[config.mk]
export PLATFORM = sky130hd
export DESIGN_NAME = riscv_multicycle_controller
export DESIGN_NICKNAME = d
export VERILOG_FILES = /design/src/rtl/riscv_multicycle_controller.sv
export SDC_FILE = /design/constraint.sdc
export NUM_CORES = 1
export LEC_CHECK = 0
export ABC_CLOCK_PERIOD_IN_PS = 3050
export CAP_MARGIN = 20
export CORE_MARGIN = 2
export CORE_UTILIZATION = 42
export DETAILED_ROUTE_END_ITERATION = 8
export PLACE_DENSITY = 0.85
export RECOVER_POWER = 100
export SETUP_SLACK_MARGIN = 0.5
export SLEW_MARGIN = 20
export SYNTH_ARGS = -nofsm -noshare
export SYNTH_HDL_FRONTEND = slang
export SYNTH_SLANG_ARGS = --single-unit
[constraint.sdc]
create_clock -name clk -period 3.05 [get_ports clk]
set_input_delay 0.305 -clock clk [delete_from_list [all_inputs] [get_ports clk]]
set_output_delay 0.305 -clock clk [all_outputs]
set_load 0.005 [all_outputs]
[src/rtl/riscv_multicycle_controller.sv]
// Multicycle RV32I main controller: Moore FSM plus ALU and immediate decoders.
// Optional MEM_WAIT_EN adds MemReady and stalls FETCH/MEMREAD/MEMWRITE until memory is ready.
module riscv_multicycle_controller #(
    parameter int STATE_W = 4
) (
    input  logic               clk,
    input  logic               reset,
    input  logic [6:0]         op,
    input  logic [2:0]         funct3,
    input  logic               funct7b5,
    input  logic               Zero,
`ifdef MEM_WAIT_EN
    input  logic               MemReady,
`endif
    output logic               PCWrite,
    output logic               AdrSrc,
    output logic               MemWrite,
    output logic               IRWrite,
    output logic [1:0]         ResultSrc,
    output logic [1:0]         ALUSrcA,
    output logic [1:0]         ALUSrcB,
    output logic [2:0]         ALUControl,
    output logic [2:0]         ImmSrc,
    output logic               RegWrite,
    output logic               Retire,
    output logic [STATE_W-1:0] State
);

    typedef enum logic [STATE_W-1:0] {
        FETCH    = 0,
        DECODE   = 1,
        MEMADR   = 2,
        MEMREAD  = 3,
        MEMWB    = 4,
        MEMWRITE = 5,
        EXECR    = 6,
        EXECI    = 7,
        ALUWB    = 8,
        BRANCH   = 9,
        JAL      = 10,
        LUI      = 11
    } state_t;

    typedef enum logic [1:0] {
        ALU_ADD   = 2'b00,
        ALU_SUB   = 2'b01,
        ALU_FUNCT = 2'b10
    } aluop_t;

    state_t state_q, state_d;
    aluop_t aluop;
    logic   mem_ok;

`ifdef MEM_WAIT_EN
    assign mem_ok = MemReady;
`else
    assign mem_ok = 1'b1;
`endif

    assign State = state_q;

    always_ff @(posedge clk) begin
        if (reset) state_q <= FETCH;
        else       state_q <= state_d;
    end

    always_comb begin
        state_d   = FETCH;
        aluop     = ALU_ADD;
        PCWrite   = 1'b0;
        AdrSrc    = 1'b0;
        MemWrite  = 1'b0;
        IRWrite   = 1'b0;
        ResultSrc = 2'b00;
        ALUSrcA   = 2'b00;
        ALUSrcB   = 2'b00;
        RegWrite  = 1'b0;
        Retire    = 1'b0;
        case (state_q)
            FETCH: begin
                ALUSrcB   = 2'b10;
                ResultSrc = 2'b10;
                IRWrite   = mem_ok;
                PCWrite   = mem_ok;
                state_d   = mem_ok ? DECODE : FETCH;
            end
            DECODE: begin
                // OldPC + ImmExt lands in ALUOut as the branch/jal target
                ALUSrcA = 2'b01;
                ALUSrcB = 2'b01;
                case (op)
                    7'b0000011, 7'b0100011: state_d = MEMADR;
                    7'b0110011:             state_d = EXECR;
                    7'b0010011:             state_d = EXECI;
                    7'b1100011:             state_d = BRANCH;
                    7'b1101111:             state_d = JAL;
                    7'b0110111:             state_d = LUI;
                    default: begin
                        state_d = FETCH;
                        Retire  = 1'b1;
                    end
                endcase
            end
            MEMADR: begin
                ALUSrcA = 2'b10;
                ALUSrcB = 2'b01;
                state_d = op[5] ? MEMWRITE : MEMREAD;
            end
            MEMREAD: begin
                AdrSrc  = 1'b1;
                state_d = mem_ok ? MEMWB : MEMREAD;
            end
            MEMWB: begin
                ResultSrc = 2'b01;
                RegWrite  = 1'b1;
                Retire    = 1'b1;
            end
            MEMWRITE: begin
                // strobe held through a stall so the store data stays on the bus
                AdrSrc   = 1'b1;
                MemWrite = 1'b1;
                Retire   = mem_ok;
                state_d  = mem_ok ? FETCH : MEMWRITE;
            end
            EXECR: begin
                ALUSrcA = 2'b10;
                aluop   = ALU_FUNCT;
                state_d = ALUWB;
            end
            EXECI: begin
                ALUSrcA = 2'b10;
                ALUSrcB = 2'b01;
                aluop   = ALU_FUNCT;
                state_d = ALUWB;
            end
            ALUWB: begin
                RegWrite = 1'b1;
                Retire   = 1'b1;
            end
            BRANCH: begin
                ALUSrcA = 2'b10;
                aluop   = ALU_SUB;
                Retire  = 1'b1;
                case (funct3)
                    3'b000:  PCWrite = Zero;
                    3'b001:  PCWrite = ~Zero;
                    default: PCWrite = 1'b0;
                endcase
            end
            JAL: begin
                // PC takes the DECODE target while the ALU forms the link value
                ALUSrcA = 2'b01;
                ALUSrcB = 2'b10;
                PCWrite = 1'b1;
                state_d = ALUWB;
            end
            LUI: begin
                ResultSrc = 2'b11;
                RegWrite  = 1'b1;
                Retire    = 1'b1;
            end
            default: state_d = FETCH;
        endcase
        if (reset) begin
            PCWrite  = 1'b0;
            IRWrite  = 1'b0;
            MemWrite = 1'b0;
            RegWrite = 1'b0;
            Retire   = 1'b0;
        end
    end

    always_comb begin
        ALUControl = 3'b000;
        case (aluop)
            ALU_SUB: ALUControl = 3'b001;
            ALU_FUNCT: begin
                case (funct3)
                    3'b000:  ALUControl = (funct7b5 & op[5]) ? 3'b001 : 3'b000;
                    3'b010:  ALUControl = 3'b101;
                    3'b100:  ALUControl = 3'b100;
                    3'b110:  ALUControl = 3'b011;
                    3'b111:  ALUControl = 3'b010;
                    default: ALUControl = 3'b000;
                endcase
            end
            default: ALUControl = 3'b000;
        endcase
    end

    always_comb begin
        case (op)
            7'b0100011: ImmSrc = 3'b001;
            7'b1100011: ImmSrc = 3'b010;
            7'b1101111: ImmSrc = 3'b011;
            7'b0110111: ImmSrc = 3'b100;
            default:    ImmSrc = 3'b000;
        endcase
    end

endmodule

; After elaboration in Yosys (flattened, before gate mapping)
; Index checks and enable logic that the tools add are counted.
[totals]
ff_bits = 4
in_bits = 14
output_inout_bits = 22
wordCells = 65
[classes]
eq_ne = 25
muxes = 24
n_bitwise = 2
n_reduce_logical = 13
[ops]
columns = cell, n
row1 = $pmux 4 s6, 1
row2 = $eq 7x6->1 const B, 3
row3 = $pmux 4 s5, 1
row4 = $eq 4x3->1 const B, 4
row5 = $eq 4x4->1 const B, 4
row6 = $pmux 3 s5, 1
row7 = $eq 7x7->1 const B, 2
row8 = $pmux 2 s2, 3
row9 = $pmux 3 s4, 1
row10 = $mux 1, 11
row11 = $reduce_or 2->1, 5
row12 = $eq 3x3->1 const B, 3
row13 = $reduce_or 3->1, 3
row14 = $eq 4x2->1 const B, 2
row15 = $eq 7x2->1 const B, 1
row16 = $eq 7x5->1 const B, 1
row17 = $reduce_or 7->1, 1
row18 = $pmux 1 s2, 3
row19 = $pmux 2 s3, 1
row20 = $pmux 3 s2, 1
row21 = $reduce_or 5->1, 1
row22 = $eq 4x1->1 const B, 1
row23 = $logic_not 4->1, 1
row24 = $reduce_or 4->1, 1
row25 = 8 further kinds, 8

; Longest topological paths before layout
; Gate-level depths: netlist (run 1).
[depth]
word_depth = 5
mapped_depth = 7
mapped_depth_nobuf = 6

; Worst setup path after synthesis (run 1)
; OpenSTA, ideal clock, no wires.
[synth_timing]
kind = reg2out
start = register state_q[2], in the netlist State[2]
end = output port ALUControl[2]
t_arrival_ps = 1448
setup_slack_ps = 1297
stages_incl_launch_ff = 5
cell_sequence = dfxtp_1 clkbuf_1 and2_1 ha_1 nor4b_1
[synth_via]
elab_chain_len = 5
elab_cells_between_ends = 8
cone_classes = eq/ne (5) / mux (2) / reduce/logical (1)
[synth_lines]
columns = element, line
row1 = "start, declared", 50  ; state_t state_q, state_d;
row2 = "start signal, assigned", 64  ; else state_q <= state_d;
row3 = $eq 4x3->1, 79  ; case (state_q)
row4 = $reduce_or 2->1 (no line), n/a
row5 = $pmux 2 s2 *, 79
row6 = $eq 2x2->1 / $eq 2x1->1 (equally long branches), 175  ; case (aluop)
row7 = $pmux 3 s2 *, 175
row8 = "end, declared", 22  ; output logic [2:0] ALUControl,
; Every way passes the cells marked *; elsewhere a longest branch is shown, timed or not.

; Final worst setup path (run 1)
; Ends and elaborated chain as after synthesis.

==> metrics.txt, run 1 <==
status=finished clean; Yosys Warn Count=0; Comb power frac=38.5%; initial antenna violation count=0; RSZ-0062 raised after global routing=false; fin worst setup slack=0.483 ns; hold_sp=op[4]; Post-DP HPWL=1380 um; Power Internal=0.138 mW; worst hold slack=0.558 ns; antenna cells=0; Synthesized Nets=111; Sum Neg Setup Slack=0 ns; Skew-Pair Late Insertion Delay=0.23 ns; area fraction of the dominant cell type after synthesis=11.7%; Pins Over Slew Limit=0; PwrDens=184 nW/um2; Final Setup Violations=0; Pleak=0.436 nW; Antenna Nets Post-Route=0; I/O pin cnt=36; R2R Setup Slk=1.54 ns; Sw Share=29.2%; largest stage delay on the critical path=0.63 ns; std cell rows=14; total power draw=0.196 mW; Worst Hold End=State[2]$_SDFF_PP0_; Die Area=1970 um2; register area share after synthesis=11.7%; DRC viols=0; routability cong.=0.754; end of the worst register-to-register path=State[1]$_SDFF_PP0_; Min-Delay Path Depth=4; largest net degree at the start of global routing=18; CTS max path bufs=2; Detailed Route Iter0 Violations=10; WP buf/inv=1; number of instances in the synthesized netlist=95; layout cells sized above 1=6.35%; Critical Path Fanout Max=16; Setup Skew=0.00221 ns; flops & latches, synth=4; sequential share of power=28.0%; largest cells by area after synthesis=dfxtp_1 (12%), a21oi_1 (5.8%), xnor2_1 (5.1%); drt wl/cell=13.5 um; Setup WS pre-CTS=0.520 ns; WP data required=2.74 ns; Post-synth EDFFs=0; TritonCTS clock tree=done; # clock sinks=4; Synth area leader=dfxtp_1; Fillers=138; cell area after synthesis=687 um2; Chip Height=44.4 um; GRT Total Usage=21.2%; first-pass GRT wire length=3180 um; VDD IR max=0.214 mV; Hold Path Class=in2reg; grt ovf=0; vias post-DR=829; Core Footprint=1520 um2; slew margin rel.=57.5%; area grow syn2layout=54.6%; Final Net Count=144; Starting Density=45.1%; input/output buffers=35; Avg Inst Size Synth=7.23 um2; vias in the first global route=740; fin crit share=84.2%; area of the multi-input gates=549 um2; Fin. Hold Viols=0; Max-Cap Viols=0; CP Launch Type=flip-flop; clock root cell=clkbuf_4; Crit path max-delay family=flip-flops; max reg flops=4; sw power=0.0572 mW; hold buffers post-CTS=0; Clock power frac=33.5%; TritonCTS buffer count=3; Seq. cell area=83.8 um2; maximum clock rate=0.390 GHz; CP Cell Sequence=nand4bb_4 > ha_1 > nor4b_1 > dlygate4sd3_1; prevailing post-synth register cell=dfxtp_1; Via-to-Cell Ratio=5.84; reg2reg start=State[1]$_SDFF_PP0_; R2R cell count=4; worst-margin pin slew=0.638 ns; Post-synth ARST share=0%; htree depth=1; DR pass1 iterations=4; Worst Setup End Kind=output pin; slowest CP cell=dfxtp_1; critical path class=reg2out; die width=44.4 um; Crit. path cell count=4; min Tclk post-route=2.57 ns; Post-Route WL=1920 um; synth unique cells=41; crit path DAT=2.26 ns; Worst-path clk slew=0.04 ns; fin util=69.7%
[through the flow]
stage               area (um2)  cells
global placement          1020    139
CTS                       1060    142
finish                    1060    142
detailed placement        1020    139
global route              1060    142
floorplan                  687     95
[synthesized netlist by cell type (2+ instances only)]
master / count
or4b_1: 2
clkbuf_1: 3
o21ai_0: 4
nand2_1: 5
nor3_1: 5
nand3_1: 4
or4bb_1: 2
nand4b_1: 3
dfxtp_1: 4
nor2_1: 4
a21oi_1: 8
nand2b_1: 3
ha_1: 2
nor4_1: 4
nor2b_1: 5
buf_6: 2
buf_2: 3
xnor2_1: 4
inv_1: 4
nand3b_1: 2
or3_1: 2
[per-layer routing]
layer  global-route usage, %  part of all wire (%)  vias to the layer above
met2                    37.9                    49                       27
met1                    26.3                    45                      382
met3                    5.31                   5.5                        0
li1                        -                     -                      420
met5                       0                     0                        -
met4                    1.82                     0                        0
[power by group through the flow]
stage          clock (mW)  sequential [mW]  combinational, mW
2_1_floorplan           0           0.0555             0.0362
3_3_place_gp            0           0.0558             0.0767
3_5_place_dp            0           0.0559             0.0786
4_1_cts            0.0681           0.0557             0.0791
5_1_grt            0.0728           0.0549             0.0829
6_report           0.0656           0.0548             0.0753
[cell families after synthesis]
group           synth area share (%)
fa+ha+maj                       3.64
buf+inv                         9.83
simple gates                    47.5
compound gates                  22.2
flops                           11.7
xor+xnor                        5.10
[cell usage in the layout (no fill, tap or decap), drive strengths merged, types with 2 or more instances in the layout]
cell and n:
or4b 2, dfxtp 4, nor2b 5, clkdlybuf4s50 13, nand4b 3, ha 2
nand3 4, or3 2, a21oi 8, nor3 5, or4bb 2, nor4 4
nand2b 3, dlygate4sd3 18, dlymetal6s2s 4, nor2 4, nand2 5, clkbuf 4
inv 4, o21ai 4, xnor2 4, nand3b 2
[tightest hold or removal path, cell delays in order]
cell            delay (ns)
dlymetal6s2s_1        0.19
nand2_1               0.09
or4_1                 0.09
a21oi_1               0.06
[timing repair]
item | CTS | global route
setup endpoints to repair | 2 | 4
cloned | 0 | 0
gates resized for setup | 3 | 5
buffers inserted | 0 | 0
[cell type report]
cell class,instances,share of cell area [%]
Timing Repair Buffer,37,35.0
Inverter,4,1.41
Clock buffer,3,2.12
Multi-Input combinational cell,78,51.7
Sequential cell,4,7.89
Tap cell,16,1.88
[worst max path at each step]
| stage | startpoint | endpoint | slack, ns |
|---|---|---|---|
| 4_1_cts | op[6] | Retire | 0.52 |
| 3_3_place_gp | op[2] | Retire | 0.55 |
| 2_1_floorplan | State[2]$_SDFF_PP0_ | ALUControl[2] | 1.30 |
| 6_report | State[2]$_SDFF_PP0_ | ALUControl[2] | 0.48 |
| 3_5_place_dp | op[6] | Retire | 0.52 |
| 5_1_grt | State[2]$_SDFF_PP0_ | ALUControl[0] | 0.30 |
(Power assumes the default switching activity.)
==> inputs of run 2 (changes only) <==
- ABC_CLOCK_PERIOD_IN_PS: 3050 -> 2200
- CORE_UTILIZATION: 42 -> 35
- PLACE_DENSITY: 0.85 -> 0.75
- clock period: 3.05 -> 2.2 ns (I/O delays scaled with it)
==> metrics.txt, run 2 (synthesis results as in run 1) <==
first-pass GRT wire length=4160 um (was 3180 um); vias post-DR=979 (was 829); Sw Share=31.4% (was 29.2%); vias in the first global route=953 (was 740); die width=48.3 um (was 44.4 um); Via-to-Cell Ratio=5.44 (was 5.84); sw power=0.0949 mW (was 0.0572 mW); # clock sinks=4 (unchanged); WP data required=1.98 ns (was 2.74 ns); largest net degree at the start of global routing=18 (unchanged); Worst-path clk slew=0.04 ns (about the same); Hold Path Class=in2reg (unchanged); placed cells=165 (was 139); Comb power frac=45.3% (was 38.5%); TritonCTS buffer count=3 (unchanged); layout cells sized above 1=37.9% (was 6.35%); largest stage delay on the critical path=0.39 ns (was 0.63 ns); slew margin rel.=73.4% (was 57.5%); critical path class=reg2out (unchanged); fin crit share=85.5%; commonest non-fill, non-tap cell in the layout=buf_4 (was dlygate4sd3_1); Max-Cap Viols=0 (unchanged); std cell rows=16 (was 14); I/O pin cnt=36 (unchanged); grt ovf=0 (unchanged); htree depth=1 (unchanged); worst-margin pin slew=0.399 ns (was 0.638 ns); initial antenna violation count=0 (unchanged); Crit path max-delay family=buffers and inverters (was flip-flops); TritonCTS clock tree=done (unchanged); drt wl/cell=15.3 um (was 13.5 um); Chip Height=48.3 um (was 44.4 um); input/output buffers=35 (unchanged); most used cell, CP=clkbuf_1; post-route insts no fill=180 (was 142); Setup WS pre-CTS=-0.0311 ns (was 0.520 ns); VDD IR max=0.319 mV (was 0.214 mV); antenna cells=0 (unchanged); Critical Path Fanout Max=6 (was 16); Starting Density=36.1% (was 45.1%); area grow syn2layout=95.3% (was 54.6%); Fillers=148 (was 138); GRT Total Usage=22.3% (was 21.2%); Detailed Route Iter0 Violations=13 (was 10); RSZ-0062 raised after global routing=true (was false); Core Footprint=1900 um2 (was 1520 um2); Skew-Pair Late Insertion Delay=0.23 ns (about the same); Pleak=0.570 nW (was 0.436 nW); WP buf/inv=4 (was 1); min Tclk post-route=1.88 ns; fin util=70.5% (was 69.7%); fin worst setup slack=0.319 ns (was 0.483 ns); Final Setup Violations=0 (unchanged); CTS max path bufs=2 (unchanged); Worst Setup End Kind=output pin (unchanged); Post-Route WL=2760 um (was 1920 um); Fin. Hold Viols=0 (unchanged); Pins Over Slew Limit=0 (unchanged); most frequent cells in the layout=buf_4 (15), dlygate4sd2_1 (11), clkdlybuf4s50_1 (9) (was dlygate4sd3_1 (18), clkdlybuf4s50_1 (13), a21oi_1 (8)); crit path DAT=1.66 ns (was 2.26 ns); clock root cell=clkbuf_4 (unchanged); CP Cell Sequence=clkbuf_1 > clkbuf_1 > inv_1 > o22a_1 > nor3_1 > buf_2 (was nand4bb_4 > ha_1 > nor4b_1 > dlygate4sd3_1); DRC viols=0 (unchanged); Post-DP HPWL=1680 um (was 1380 um); total power draw=0.302 mW (was 0.196 mW); PwrDens=225 nW/um2 (was 184 nW/um2); Final Net Count=171 (was 144); CP Launch Type=flip-flop (unchanged); worst hold slack=0.487 ns (was 0.558 ns); maximum clock rate=0.532 GHz; Die Area=2330 um2 (was 1970 um2); status=finished clean (unchanged); DR pass1 iterations=4 (unchanged); routability cong.=0.763 (was 0.754); slowest CP cell=dfxtp_1 (unchanged); sequential share of power=25.1% (was 28.0%); Clock power frac=29.6% (was 33.5%); Setup Skew=0.00267 ns (was 0.00221 ns); max reg flops=4 (unchanged); Antenna Nets Post-Route=0 (unchanged); Power Internal=0.207 mW (was 0.138 mW)
## run 2: cell types whose count changed in the layout (fill, tap and decap cells not counted), moves of 4 or more
cell | before | now
buf_2 | 0 | 4
buf_4 | 1 | 15
buf_6 | 0 | 5
clkbuf_1 | 1 | 5
clkbuf_2 | 0 | 5
clkdlybuf4s50_1 | 13 | 9
dlygate4sd2_1 | 0 | 11
dlygate4sd3_1 | 18 | 2
## run 2: final timing paths
kind / startpoint / endpoint / slack [ns] / cells past startpoint
hold / removal: op[4] / State[2]$_SDFF_PP0_ / 0.49 / 5
hold reg to reg: State[3]$_SDFF_PP0_ / State[0]$_SDFF_PP0_ / 0.74 / 3
setup / recovery: State[0]$_SDFF_PP0_ / RegWrite / 0.32 / 6
setup reg to reg: State[0]$_SDFF_PP0_ / State[2]$_SDFF_PP0_ / 0.42 / 6
## run 2: per-stage QoR
step / area [um2] / TNS (ns)
5_1_grt: 1340 / 0
3_5_place_dp: 1150 / -0.0311
6_report: 1340 / 0
3_3_place_gp: 1150 / 0
4_1_cts: 1320 / 0
2_1_floorplan: 687 / 0
## run 2: final cells by class
class                           count  area (um2)  area share [%]
Multi-Input combinational cell     78         667            49.7
Timing Repair Buffer               64         519            38.7
Sequential cell                     4        83.8            6.25
Clock buffer                        3        22.5            1.68
Inverter                            4        15.0            1.12
Tap cell                           27        33.8            2.52
## run 2: metal layers
layer	global-route usage (%)	wire, um	vias up
met5	0	0	-
met4	4.76	0	0
li1	-	-	482
met1	26.4	1170	469
met2	39.8	1470	28
met3	6.48	123	0
## run 2: what timing repair did
action / 4_1_cts / 5_1_grt
hold buffers: 0 / 0
hold endpoints to repair: 0 / 0
resized for setup: 73 / 23
setup buffers: 7 / 5
setup endpoints to repair: 18 / 12
pin swaps: 11 / 9
## run 2: power by group through the flow
stage	registers, mW	clock network, mW	logic, mW
detailed placement	0.0769	0	0.123
finish	0.0758	0.0893	0.137
floorplan	0.0769	0	0.0502
CTS	0.0765	0.0921	0.134
global route	0.0760	0.0981	0.146
global placement	0.0770	0	0.121
## run 2: worst register-to-register path: stages, from the launching register on
cell and delay (ns):
dfxtp_1 0.39, clkbuf_1 0.22, buf_6 0.16, clkbuf_1 0.30
nand2_1 0.07, or4_1 0.41, a21oi_1 0.16
